[src/rtl/capture_pkg.sv]
// rtl/capture_pkg.sv - shared types and constants for the trace dump path
//
// Purpose: dump FSM state encoding, header byte value and default capture depth.
// Ports:   none (package).
// Config:  TRACE_DUMP_HDR_EN adds the HDR0/HDR1 header states.
package capture_pkg;

  localparam int         DUMP_ENTRIES  = 384;
  localparam logic [7:0] DUMP_HDR_BYTE = 8'hA5;

  typedef enum logic [3:0] {
    IDLE,
    RD,
    RD_WAIT,
    SEND,
    TX_GUARD,
    TX_WAIT,
    DONE
`ifdef TRACE_DUMP_HDR_EN
    , HDR0,
    HDR1
`endif
  } dump_state_t;

endpackage

[src/rtl/wrap_addr_cnt.sv]
// rtl/wrap_addr_cnt.sv - circular address counter with modulo-ENTRIES wrap
//
// Purpose: holds a read pointer that can be loaded or stepped; stepping from
//          ENTRIES-1 returns to 0, so ENTRIES need not be a power of two.
// Ports:   clk, rst      clock and synchronous active-high reset
//          load/load_val load cnt with load_val (wins over inc)
//          inc           advance cnt by one with wrap
//          cnt           current pointer value
module wrap_addr_cnt
  import capture_pkg::*;
#(
  parameter int ENTRIES = DUMP_ENTRIES,
  parameter int ADDR_W  = 9
) (
  input  logic              clk,
  input  logic              rst,
  input  logic              load,
  input  logic [ADDR_W-1:0] load_val,
  input  logic              inc,
  output logic [ADDR_W-1:0] cnt
);

  localparam logic [ADDR_W-1:0] LAST_IDX = ADDR_W'(ENTRIES - 1);

  logic [ADDR_W-1:0] cnt_q, cnt_d;

  always_comb begin
    cnt_d = cnt_q;
    if (load) begin
      cnt_d = load_val;
    end else if (inc) begin
      cnt_d = (cnt_q == LAST_IDX) ? '0 : cnt_q + ADDR_W'(1);
    end
  end

  always_ff @(posedge clk) begin
    if (rst) begin
      cnt_q <= '0;
    end else begin
      cnt_q <= cnt_d;
    end
  end

  assign cnt = cnt_q;

endmodule

[src/rtl/trace_dump.sv]
// rtl/trace_dump.sv - streams a captured trace from RAM to a UART, oldest first
//
// Purpose: on an accepted dump_req, reads ENTRIES samples starting just after
//          the newest one (trace_end) and hands each byte to the UART with a
//          tx_start/tx_busy handshake.
// Ports:   clk, rst                      clock, synchronous active-high reset
//          dump_req/dump_chan/dump_abort  dump control
//          capture_done, trace_end        capture status and newest address
//          ram_en/ram_addr/ram_chan       RAM read port (data on ram_rdata next cycle)
//          tx_data/tx_start/tx_busy       UART byte interface
//          dump_busy/dump_done/clr_capture_done/dump_err  status pulses
// Config:  TRACE_DUMP_HDR_EN prefixes each dump with 8'hA5 and the channel byte.
module trace_dump
  import capture_pkg::*;
#(
  parameter int ENTRIES = DUMP_ENTRIES,
  parameter int ADDR_W  = 9,
  parameter int DATA_W  = 8
) (
  input  logic              clk,
  input  logic              rst,
  input  logic              dump_req,
  input  logic [1:0]        dump_chan,
  input  logic              dump_abort,
  input  logic              capture_done,
  input  logic [ADDR_W-1:0] trace_end,
  input  logic [DATA_W-1:0] ram_rdata,
  input  logic              tx_busy,
  output logic              ram_en,
  output logic [ADDR_W-1:0] ram_addr,
  output logic [1:0]        ram_chan,
  output logic [DATA_W-1:0] tx_data,
  output logic              tx_start,
  output logic              dump_busy,
  output logic              dump_done,
  output logic              clr_capture_done,
  output logic              dump_err
);

  localparam logic [ADDR_W-1:0] LAST_IDX = ADDR_W'(ENTRIES - 1);

  dump_state_t       state_q, state_d;
  logic [ADDR_W-1:0] count_q, count_d;
  logic [1:0]        chan_q, chan_d;
  logic [DATA_W-1:0] tx_data_q, tx_data_d;
  logic              err_q, err_d;

  logic              ptr_load;
  logic              ptr_inc;
  logic [ADDR_W-1:0] ptr_load_val;
  logic [ADDR_W-1:0] rd_ptr;

`ifdef TRACE_DUMP_HDR_EN
  // Which byte the shared SEND/TX_GUARD/TX_WAIT path is carrying.
  localparam logic [1:0] PH_HDR0 = 2'd0;
  localparam logic [1:0] PH_HDR1 = 2'd1;
  localparam logic [1:0] PH_DATA = 2'd2;
  logic [1:0] phase_q, phase_d;
`endif

  wrap_addr_cnt #(
    .ENTRIES (ENTRIES),
    .ADDR_W  (ADDR_W)
  ) u_rd_ptr (
    .clk      (clk),
    .rst      (rst),
    .load     (ptr_load),
    .load_val (ptr_load_val),
    .inc      (ptr_inc),
    .cnt      (rd_ptr)
  );

  always_comb begin
    state_d      = state_q;
    count_d      = count_q;
    chan_d       = chan_q;
    tx_data_d    = tx_data_q;
    err_d        = 1'b0;
    ptr_load     = 1'b0;
    ptr_inc      = 1'b0;
    // Oldest sample sits just after the newest one in the circular buffer.
    ptr_load_val = (trace_end == LAST_IDX) ? '0 : trace_end + ADDR_W'(1);
`ifdef TRACE_DUMP_HDR_EN
    phase_d      = phase_q;
`endif

    case (state_q)
      IDLE: begin
        if (dump_req) begin
          if (capture_done) begin
            chan_d   = dump_chan;
            count_d  = '0;
            ptr_load = 1'b1;
`ifdef TRACE_DUMP_HDR_EN
            state_d  = HDR0;
`else
            state_d  = RD;
`endif
          end else begin
            err_d = 1'b1;
          end
        end
      end
`ifdef TRACE_DUMP_HDR_EN
      HDR0: begin
        tx_data_d = DATA_W'(DUMP_HDR_BYTE);
        phase_d   = PH_HDR0;
        state_d   = SEND;
      end
      HDR1: begin
        tx_data_d = DATA_W'(chan_q);
        phase_d   = PH_HDR1;
        state_d   = SEND;
      end
`endif
      RD:       state_d = RD_WAIT;
      RD_WAIT: begin
        tx_data_d = ram_rdata;
        state_d   = SEND;
      end
      SEND: begin
        if (!tx_busy) begin
          state_d = TX_GUARD;
        end
      end
      // The UART raises tx_busy one cycle after tx_start; skip that cycle.
      TX_GUARD: state_d = TX_WAIT;
      TX_WAIT: begin
        if (!tx_busy) begin
`ifdef TRACE_DUMP_HDR_EN
          if (phase_q == PH_HDR0) begin
            state_d = HDR1;
          end else if (phase_q == PH_HDR1) begin
            phase_d = PH_DATA;
            state_d = RD;
          end else
`endif
          begin
            count_d = count_q + ADDR_W'(1);
            ptr_inc = 1'b1;
            state_d = (count_q == LAST_IDX) ? DONE : RD;
          end
        end
      end
      DONE:     state_d = IDLE;
      default:  state_d = IDLE;
    endcase

    // Abort overrides any transition chosen above.
    if (dump_abort && (state_q != IDLE)) begin
      state_d = IDLE;
      ptr_inc = 1'b0;
    end
  end

  always_ff @(posedge clk) begin
    if (rst) begin
      state_q   <= IDLE;
      count_q   <= '0;
      chan_q    <= '0;
      tx_data_q <= '0;
      err_q     <= 1'b0;
`ifdef TRACE_DUMP_HDR_EN
      phase_q   <= PH_HDR0;
`endif
    end else begin
      state_q   <= state_d;
      count_q   <= count_d;
      chan_q    <= chan_d;
      tx_data_q <= tx_data_d;
      err_q     <= err_d;
`ifdef TRACE_DUMP_HDR_EN
      phase_q   <= phase_d;
`endif
    end
  end

  assign ram_en           = (state_q == RD);
  assign ram_addr         = rd_ptr;
  assign ram_chan         = chan_q;
  assign tx_data          = tx_data_q;
  // Combinational so a same-cycle abort cannot swallow the launch pulse.
  assign tx_start         = (state_q == SEND) && !tx_busy;
  assign dump_busy        = (state_q != IDLE);
  assign dump_done        = (state_q == DONE);
  assign clr_capture_done = (state_q == DONE);
  assign dump_err         = err_q;

endmodule

[config.mk]
export PLATFORM = sky130hd
export DESIGN_NAME = trace_dump
export DESIGN_NICKNAME = d
export VERILOG_FILES = /design/src/rtl/capture_pkg.sv /design/src/rtl/wrap_addr_cnt.sv /design/src/rtl/trace_dump.sv
export SDC_FILE = /design/constraint.sdc
export NUM_CORES = 1
export LEC_CHECK = 0
export BUFFER_PORTS_ARGS = -buffer_cell sky130_fd_sc_hd__buf_2
export CORE_MARGIN = 5
export CORE_UTILIZATION = 40
export CTS_CLUSTER_SIZE = 24
export DETAILED_ROUTE_END_ITERATION = 12
export PLACE_DENSITY = 0.73
export SLEW_MARGIN = 20
export SYNTH_ARGS = -nofsm -noshare
export SYNTH_HDL_FRONTEND = slang
export SYNTH_SLANG_ARGS = --single-unit
[constraint.sdc]
create_clock -name clk -period 1.8 [get_ports clk]
set_clock_uncertainty 0.05 [all_clocks]
set_input_delay 0.27 -clock clk [delete_from_list [all_inputs] [get_ports clk]]
set_output_delay 0.27 -clock clk [all_outputs]
set_load 0.02 [all_outputs]
==> reports/results.tsv, run 1 <==
stage	metric	value	unit
setup_path	critPathMaxStageDelay	0.43	ns
sta	fin_tns_setup	0	ns
die	design.core.area	4354	um^2
setup_path	slowest_stage	or3_1	
placement	dp_hpwl	3.621	mm
synth	ys_ff_latch	32	
route	drt_iter0_drc	119	
synth	synth_area	1795	um^2
sta	min_period	1.733	ns
global_routing	grt-ovfl-total	0	
global_routing	grt_usage	0.1628	
final_layout	num_antenna_cells	0	
setup_path	start_kind	register	
clocking	h-tree-depth	2	
setup_path	path_class	register to register	
outcome	run_status	finished clean	
final_layout	nets	316	
global_routing	grt_pass1_wl	8.038	mm
synth	yosysWarnings	0	
die	start_util	0.4124	
sta	rsz0062_at_grt	false	
synth	yosysTopAreaCell	dfxtp_1	
sta	tightest_slew	0.4971	ns
global_routing	grt_pass1_vias	1774	
final_layout	drive_above_1_share	0.3080	
synth	synth_cells	223	
setup_path	cp_cell_sequence	or3_1, buf_4, nor2_4, o211ai_1, a221oi_1	
setup_path	crit_fanout	9	
synth	netlist.area_leader.share	0.3568	
synth	synth.area.top_cells	dfxtp_1, nand2_1, a21oi_1, xnor2_1, nand3_1	
synth	synth_edf_count	0	
clocking	path_clk_slew	0.07	ns
route	drc	0	
run	maxCapViolations	0	
die	die_area	5928	um^2
final_layout	design_area	2328	um^2
global_routing	antenna_found_initial	0	
clocking	cts_sinks	32	
synth	syn-num-nets	251	
clocking	clock_latency	0.29	ns
synth	yosysSeqAreaShare	0.3568	
setup_path	crit_required	1.94	ns
min_path	hold_class	input port to register	
sta	period_share	0.9630	
sta	finalHoldViolations	0	
sta	slew_viol_final	0	
pwr	max-vdd-ir-drop	0.0004472	V
route	vias_per_cell	5.469	
setup_path	end_kind	register	
die	die_y	77.00	um
synth	ys_types	50	
placement	io_buffers	49	
sta	setup_violations	0	
global_routing	grt_start_max_net_pins	16	
pwr	static-leakage-power	0.9012	nW
placement	gp_congestion	0.8811	
route	routed_wl	4.838	mm
synth	avgSynthCellArea	8.051	um^2
route	vias	1865	
clocking	cts_buffers	5	
pwr	cellPowerDensity	729.7	nW/um^2
die	ios	50	
setup_path	critPathBufInv	1	
final_layout	area.growth.synth_to_final	29.69	%
sta	relSlewSlack	0.6600	
placement	placed_area	2178	um^2
clocking	max-clock-path-buffers	2	
setup_path	crit_family	simple AND/OR/NAND/NOR gates	
clocking	cts_tree	built	
synth	async_flop_share	0	
route	first_pass_iters	4	
sta	fmax	576.9	MHz
synth	ys.flop_type	dfxtp_1	
die	rows	24	
route	wl_per_cell	14.19	um
die	dieWidth	77.00	um
route	drtAntennaViolNets	0	
clocking	root_buffer	clkbuf_8	
setup_path	critPathArrivalTime	1.87	ns
==> per-layer routing <==
metal	share of wire	GRT usage	routed length [um]	up-vias
met5	0	0	0	-
met4	0.012	0.06014	60	0
met3	0.052	0.03981	253	6
met2	0.44	0.2428	2122	53
met1	0.50	0.2265	2401	852
li1	-	-	-	954
==> power by group <==
group	internal, W	total (W)	switching, W
Combinational	0.000148	0.000349	0.000202
Clock	0.000274	0.000573	0.000299
Sequential	0.000742	0.000777	0.0000351
Total	0.00116	0.00170	0.000536
==> state kept, by name, indices dropped and copies added, names as in the netlist <==
signal / cells
tx_data: 8
state_q: 3
u_rd_ptr.cnt: 9
ram_chan: 2
dump_err: 1
count_q: 9
==> path summary, 6_finish.rpt <==
| check | startpoint | end | slack [ns] | cells past startpoint |
|---|---|---|---|---|
| max | state_q[2] | u_rd_ptr.cnt[5] | 0.07 | 5 |
| min reg2reg | tx_data[3] | tx_data[3] | 0.41 | 2 |
| max reg2reg | state_q[2] | u_rd_ptr.cnt[5] | 0.07 | 5 |
| min | capture_done | dump_err | 0.14 | 2 |
==> per-stage QoR <==
step / worst slack (ns) / power (W) / util / hold WS [ns] / cells
after global placement: -0.07591 / 0.001118 / 0.5003 / 0.3907 / 329
after floorplan: 0.08076 / 0.0009913 / - / 0.2967 / 223
after global routing: 0.0009202 / 0.001783 / 0.5348 / 0.1527 / 341
after CTS: 0.02184 / 0.001696 / 0.5241 / 0.1171 / 337
final: 0.06661 / 0.001699 / 0.5348 / 0.1429 / 341
after detailed placement: -0.09624 / 0.001123 / 0.5003 / 0.3986 / 329
==> cell usage in the layout (no fill, tap or decap), drive strengths merged, types with 4 or more instances in the layout <==
cell,instances
nor2,13
o21a,4
dfxtp,32
a21oi,18
o21ai,5
nor3,6
nand3,11
xnor2,8
a211oi,5
nand2,31
o31ai,5
buf,71
inv,11
nand4,4
nor3b,4
clkbuf,5
==> Yosys cell counts (all sizes together), types with 2 or more instances <==
cell and n:
ha 3, a21o 3, nand4bb 2, a211o 2, nor3 6, dfxtp 32, o211ai 2, nor4b 2
inv 11, a211oi 5, a221oi 3, nand3 11, a21oi 18, o21ai 5, nor4 3, nand4b 2
nand4 4, nor3b 4, a2111oi 3, nor2 13, o21a 4, or3 3, nand2 31, o31ai 5
nor2b 2, nand2b 2, or4 2, buf 8, o32ai 2, clkbuf 5, xnor2 8, a31oi 2
==> layout make-up <==
class / instances / area, um^2
Fill cell: 410 / 2026
Multi-Input combinational cell: 167 / 1074
Sequential cell: 32 / 643.1
Timing Repair Buffer: 71 / 412.9
Clock buffer: 5 / 68.82
Tap cell: 52 / 65.06
Inverter: 11 / 41.29
Clock inverter: 3 / 23.77
==> worst reg2reg max path, cell delays in order, from the launching register on <==
cell      delay (ns)
dfxtp_1         0.35
or3_1           0.43
buf_4           0.16
nor2_4          0.20
o211ai_1        0.14
a221oi_1        0.30
==> repair_timing <==
action	4_1_cts	5_1_grt
cloned	0	0
resized for setup	3	7
hold buffers	0	0
buffers inserted	0	4
endpoints found under the setup margin	2	10
pin swaps	0	1
==> kinds of logic (layout without fill, tap and decap cells) <==
family	after synthesis	in the layout	synth area share
AO/OA/AOI/OAI	64	64	0.2481
buffers and inverters	24	90	0.06062
AND/OR/NAND/NOR	89	89	0.2585
flip-flops	32	32	0.3568
XOR/XNOR	9	9	0.04390
adder cells (fa/ha/maj)	4	4	0.02648
multiplexers	1	1	0.005575
Power figures use the tool's default switching activity.
==> inputs of run 2 (changes only) <==
Settings changed: CORE_ASPECT_RATIO set to 0.7, CTS_BUF_LIST set to sky130_fd_sc_hd__clkbuf_2 sky130_fd_sc_hd__clkbuf_4 sky130_fd_sc_hd__clkbuf_8.
==> reports/results.tsv, run 2 (same netlist as run 1, synthesis figures left out) <==
stage	metric	value	unit
global_routing	grt_start_max_net_pins	17	
min_path	min_path_cells	2	
setup_path	critPathBufInv	0	
clocking	path_clk_slew	0.08	ns
route	vias_per_cell	5.507	
setup_path	crit_required	1.96	ns
global_routing	grt_usage	0.1659	
run	maxCapViolations	0	
sta	period_share	0.9823	
global_routing	grt_pass1_wl	8.010	mm
final_layout	final_cells	341	
sta	min_period	1.768	ns
setup_path	path_depth	4	
clocking	max-clock-path-buffers	2	
setup_path	critPathArrivalTime	1.93	ns
final_layout	area.growth.synth_to_final	28.57	%
clocking	root_buffer	clkbuf_8	
final_layout	num_antenna_cells	0	
die	design.core.area	4329	um^2
setup_path	crit_family	simple AND/OR/NAND/NOR gates	
sta	fmax	565.6	MHz
route	drtAntennaViolNets	0	
final_layout	final_cell_mix	buf_2, nand2_1, dfxtp_1, buf_4, a21oi_1	
setup_path	rrSetupSlack	0.03	ns
placement	io_buffers	49	
setup_path	start_kind	register	
setup_path	critPathMaxStageDelay	0.48	ns
setup_path	crit_path_start	state_q[2]	
global_routing	antenna_found_initial	0	
sta	finalHoldViolations	0	
final_layout	final.fill_count	420	
clocking	cts_buffers	5	
pwr	max-vdd-ir-drop	0.0004562	V
clocking	cts_sinks	32	
sta	relSlewSlack	0.6344	
placement	gp_congestion	0.8398	
setup_path	cp-endpoint	state_q[0]	
sta	tightest_slew	0.5346	ns
final_layout	multi_input_area	1057	um^2
sta	hold_ws	0.1340	ns
setup_path	r2r_end	state_q[0]	
die	die_y	66.06	um
setup_path	path_class	register to register	
setup_path	r2r_start	state_q[2]	
global_routing	grt_pass1_vias	1699	
pwr	static-leakage-power	0.9016	nW
pwr	cellPowerDensity	782.8	nW/um^2
outcome	run_status	finished clean	
route	first_pass_iters	4	
final_layout	nets	313	
die	start_util	0.4147	
sta	fin_tns_setup	0	ns
route	vias	1878	
setup_path	slowest_stage	or3_1	
final_layout	final_common_cell	buf_2	
final_layout	drive_above_1_share	0.2867	
die	die_area	5950	um^2
die	dieWidth	90.08	um
route	routed_wl	4.913	mm
setup_path	reg2reg_depth	4	
setup_path	cp_cell_sequence	or3_1, or2_4, a221o_1, a21oi_1	
route	drt_iter0_drc	166	
clocking	clock_latency	0.29	ns
route	wl_per_cell	14.41	um
global_routing	grt-ovfl-total	0	
sta	setup_violations	0	
sta	slew_viol_final	0	
route	drc	0	
die	ios	50	
setup_path	crit_fanout	13	
final_layout	seqCellArea	641.9	um^2
clocking	h-tree-depth	2	
setup_path	end_kind	register	
placement	dp_hpwl	3.737	mm
die	rows	20	
clocking	cts_tree	built	
min_path	hold_class	input port to register	
sta	rsz0062_at_grt	true	
placement	dp_cells	332	
## run 2: cell count changes in the layout (fill, tap and decap cells not counted), sizes merged
cell      change
clkbuf        +1
clkinvlp      -2
bufinv        +1
buf           -3
## run 2: per-stage QoR
step / util / cell area, um^2 / setup WS (ns) / total power, W
after floorplan: - / 1800 / 0.08076 / 0.0009913
after global placement: 0.5040 / 2182 / 0.06936 / 0.001112
after detailed placement: 0.5040 / 2182 / 0.05150 / 0.001118
after CTS: 0.5309 / 2298 / 0.02422 / 0.001816
after global routing: 0.5332 / 2308 / -0.01042 / 0.001890
final: 0.5332 / 2308 / 0.03189 / 0.001807
## run 2: cell type report
class | count | share of cell area
Multi-Input combinational cell | 167 | 0.4580
Clock buffer | 6 | 0.03306
Timing Repair Buffer | 68 | 0.1680
Clock inverter | 2 | 0.01518
Tap cell | 55 | 0.02981
Sequential cell | 32 | 0.2780
Inverter | 11 | 0.01789
## run 2: how the worst min path moves through the flow
stage / end / start
final: dump_err / capture_done
after global placement: tx_data[1] / tx_data[1]
after floorplan: dump_err / capture_done
after CTS: dump_err / capture_done
after detailed placement: tx_data[1] / tx_data[1]
after global routing: dump_err / capture_done
## run 2: repair_timing
| action | in CTS | in global routing |
|---|---|---|
| endpoints found under the setup margin | 1 | 5 |
| hold buffers | 0 | 0 |
| setup buffers | 0 | 1 |
| gates cloned | 0 | 0 |
| pin swaps | 0 | 2 |
| hold endpoints to repair | 0 | 0 |
| gates resized for setup | 1 | 3 |
## run 2: metal layers
layer,global-route usage,up-vias,part of all wire
met5,0,-,0
met1,0.2258,858,0.48
met3,0.05802,4,0.10
met2,0.2482,74,0.41
met4,0.04647,0,0.0055
li1,-,942,-
## run 2: power breakdown
part | leakage, nW | switching, W | internal (W)
combinational | 0.583 | 0.000204 | 0.000136
clock | 0.0586 | 0.000272 | 0.000426
sequential | 0.260 | 0.0000277 | 0.000742
total | 0.902 | 0.000504 | 0.00130
==> inputs of run 3 (changes only) <==
Settings changed: ABC_AREA set to 1, PLACE_DENSITY 0.73 to 0.72.
==> reports/results.tsv, run 3 <==
stage	metric	value	unit
outcome	run_status	finished clean	
synth	synth.area.top_cells	dfxtp_1, nand2_1, nor2_1, nand3_1, inv_1	
synth	yosysWarnings	0	
global_routing	busiest_layer	met1	
route	drc	0	
synth	netlist.area_leader.share	0.3188	
clocking	cts_tree	built	
min_path	min_path_cells	2	
synth	async_flop_share	0	
sta	fin_tns_setup	0	ns
clocking	root_buffer	clkbuf_8	
setup_path	r2r_start	count_q[0]	
route	wl_per_cell	11.42	um
route	drtAntennaViolNets	0	
clocking	h-tree-depth	2	
placement	dp_cells	451	
placement	io_buffers	49	
synth	yosysTopAreaCell	dfxtp_1	
setup_path	slowest_stage	dfxtp_1	
clocking	clock_latency	0.29	ns
setup_path	cp_common_cell	nand3_1	
setup_path	rrSetupSlack	0.21	ns
sta	rsz0062_at_grt	false	
die	design.core.area	4835	um^2
route	vias_per_cell	4.795	
min_path	hold_class	input port to register	
setup_path	critPathMaxStageDelay	0.43	ns
route	drt_iter0_drc	133	
synth	synth_cells	336	
setup_path	end_kind	register	
synth	avgSynthCellArea	5.980	um^2
setup_path	critPathBufInv	0	
global_routing	grt_usage	0.1652	
synth	yosysSeqAreaShare	0.3188	
setup_path	crit_family	simple AND/OR/NAND/NOR gates	
sta	setup_violations	0	
final_layout	final_cell_mix	nand2_1, nor2_1, buf_2, inv_1, nand3_1	
clocking	ctsResizeCount	0	
global_routing	antenna_found_initial	0	
setup_path	crit_fanout	6	
clocking	path_clk_slew	0.07	ns
clocking	hold_buffers	0	
global_routing	grt-ovfl-total	0	
synth	synth_edf_count	0	
setup_path	crit_required	1.97	ns
global_routing	grt_start_max_net_pins	14	
synth	ys.flop_type	dfxtp_1	
clocking	cts_sinks	32	
setup_path	cp-endpoint	state_q[2]	
route	first_pass_iters	4	
sta	finalHoldViolations	0	
synth	yosysMostFrequentCell	nand2_1	
synth	synth_commonest_cells	nand2_1, nor2_1, inv_1	
clocking	cts_setup_buffers	0	
route	routed_wl	5.244	mm
final_layout	num_antenna_cells	0	
synth	syn-num-nets	364	
setup_path	start_kind	register	
final_layout	area.growth.synth_to_final	21.11	%
sta	fmax	628.8	MHz
sta	relSlewSlack	0.7642	
sta	slew_viol_final	0	
final_layout	nets	417	
die	dieWidth	94.72	um
final_layout	utilization	0.5034	
die	rows	21	
sta	tightest_slew	0.3529	ns
final_layout	final_cells	459	
placement	dp_hpwl	4.171	mm
synth	synth_area	2009	um^2
final_layout	final_common_cell	nand2_1	
setup_path	crit_path_start	count_q[0]	
sta	period_share	0.8835	
run	maxCapViolations	0	
global_routing	grt_use_met1	0.2544	
setup_path	cp_cell_sequence	ha_1, nand3_1, nor2_1, nand3_1, nand3_1, nand2_1, a21oi_1	
placement	placed_area	2328	um^2
synth	ys_types	25	
die	die_y	69.30	um
die	die_area	6564	um^2
global_routing	use_met2	0.2164	
placement	gp_congestion	0.8854	
setup_path	critPathArrivalTime	1.76	ns
die	ios	50	
clocking	cts_buffers	5	
final_layout	design_area	2434	um^2
sta	min_period	1.590	ns
sta	hold_ws	0.09534	ns
global_routing	grt_pass1_wl	8.742	mm
final_layout	drive_above_1_share	0.2000	
synth	ys_ff_latch	32	
setup_path	reg2reg_depth	7	
die	start_util	0.4156	
setup_path	path_class	register to register	
route	vias	2201	
pwr	static-leakage-power	1.251	nW
clocking	max-clock-path-buffers	2	
global_routing	met3_usage	0.05423	
setup_path	r2r_end	state_q[2]	
pwr	cellPowerDensity	679.4	nW/um^2
pwr	max-vdd-ir-drop	0.0004871	V
setup_path	path_depth	7	
global_routing	grt_pass1_vias	1888	
-- run 3: cell types whose count changed after synthesis, moves of 6 or more --
cell / previous run / this run
nor2_1: 12 / 64
nand2_1: 31 / 80
inv_1: 11 / 46
nand3_1: 11 / 37
o21ai_0: 5 / 22
xnor2_1: 8 / 1
nand4_1: 4 / 10
nor3_1: 6 / 0
-- run 3: metrics by stage --
stage,setup slack (ns),power [W]
after floorplan,0.2902,0.001001
after global placement,0.2262,0.001106
after detailed placement,0.1963,0.001108
after CTS,0.1633,0.001664
after global routing,0.04840,0.001746
final,0.2096,0.001653
-- run 3: area by class of cell --
type | instances | area [um^2]
clock inverters | 3 | 18.77
repair buffers | 53 | 275.3
inverters | 51 | 191.4
multi-input cells | 246 | 1152
well taps | 69 | 86.33
fillers | 511 | 2401
flip-flops and latches | 32 | 640.6
clock buffers | 5 | 68.82
-- run 3: worst register-to-register path, cell delays in order, from the launching register on --
cell     delay (ns)
dfxtp_1        0.43
ha_1           0.27
nand3_1        0.20
nor2_1         0.17
nand3_1        0.12
nand3_1        0.09
nand2_1        0.05
a21oi_1        0.14
-- run 3: how the worst min path moves through the flow --
| stage | start | end | slack, ns |
|---|---|---|---|
| final | capture_done | dump_err | 0.1 |
| after global routing | capture_done | dump_err | 0.09 |
| after CTS | capture_done | dump_err | 0.09 |
| after detailed placement | capture_done | dump_err | 0.40 |
| after global placement | capture_done | dump_err | 0.39 |
| after floorplan | capture_done | dump_err | 0.29 |
-- run 3: logic make-up (layout without fill, tap and decap cells) --
family,after synthesis,after routing,share of synthesized area
DFF,32,32,0.3188
adders and majority gates,3,3,0.01868
buffers and inverters,58,112,0.1164
AOI/OAI and AO/OA,39,39,0.1015
and+or+nand+nor,202,202,0.4359
xor gates and xnor gates,2,2,0.008719
-- run 3: per-layer routing --
metal	routed length, um	vias up
li1	-	1166
met5	0	-
met3	466	2
met4	34	0
met2	2007	75
met1	2736	958
-- run 3: power by group --
group	leakage (nW)	total, W	internal [W]	switching [W]
Sequential	0.260	0.000768	0.000737	0.0000308
Clock	0.0479	0.000552	0.000269	0.000283
Combinational	0.943	0.000334	0.000115	0.000219
Total	1.25	0.00165	0.00112	0.000533
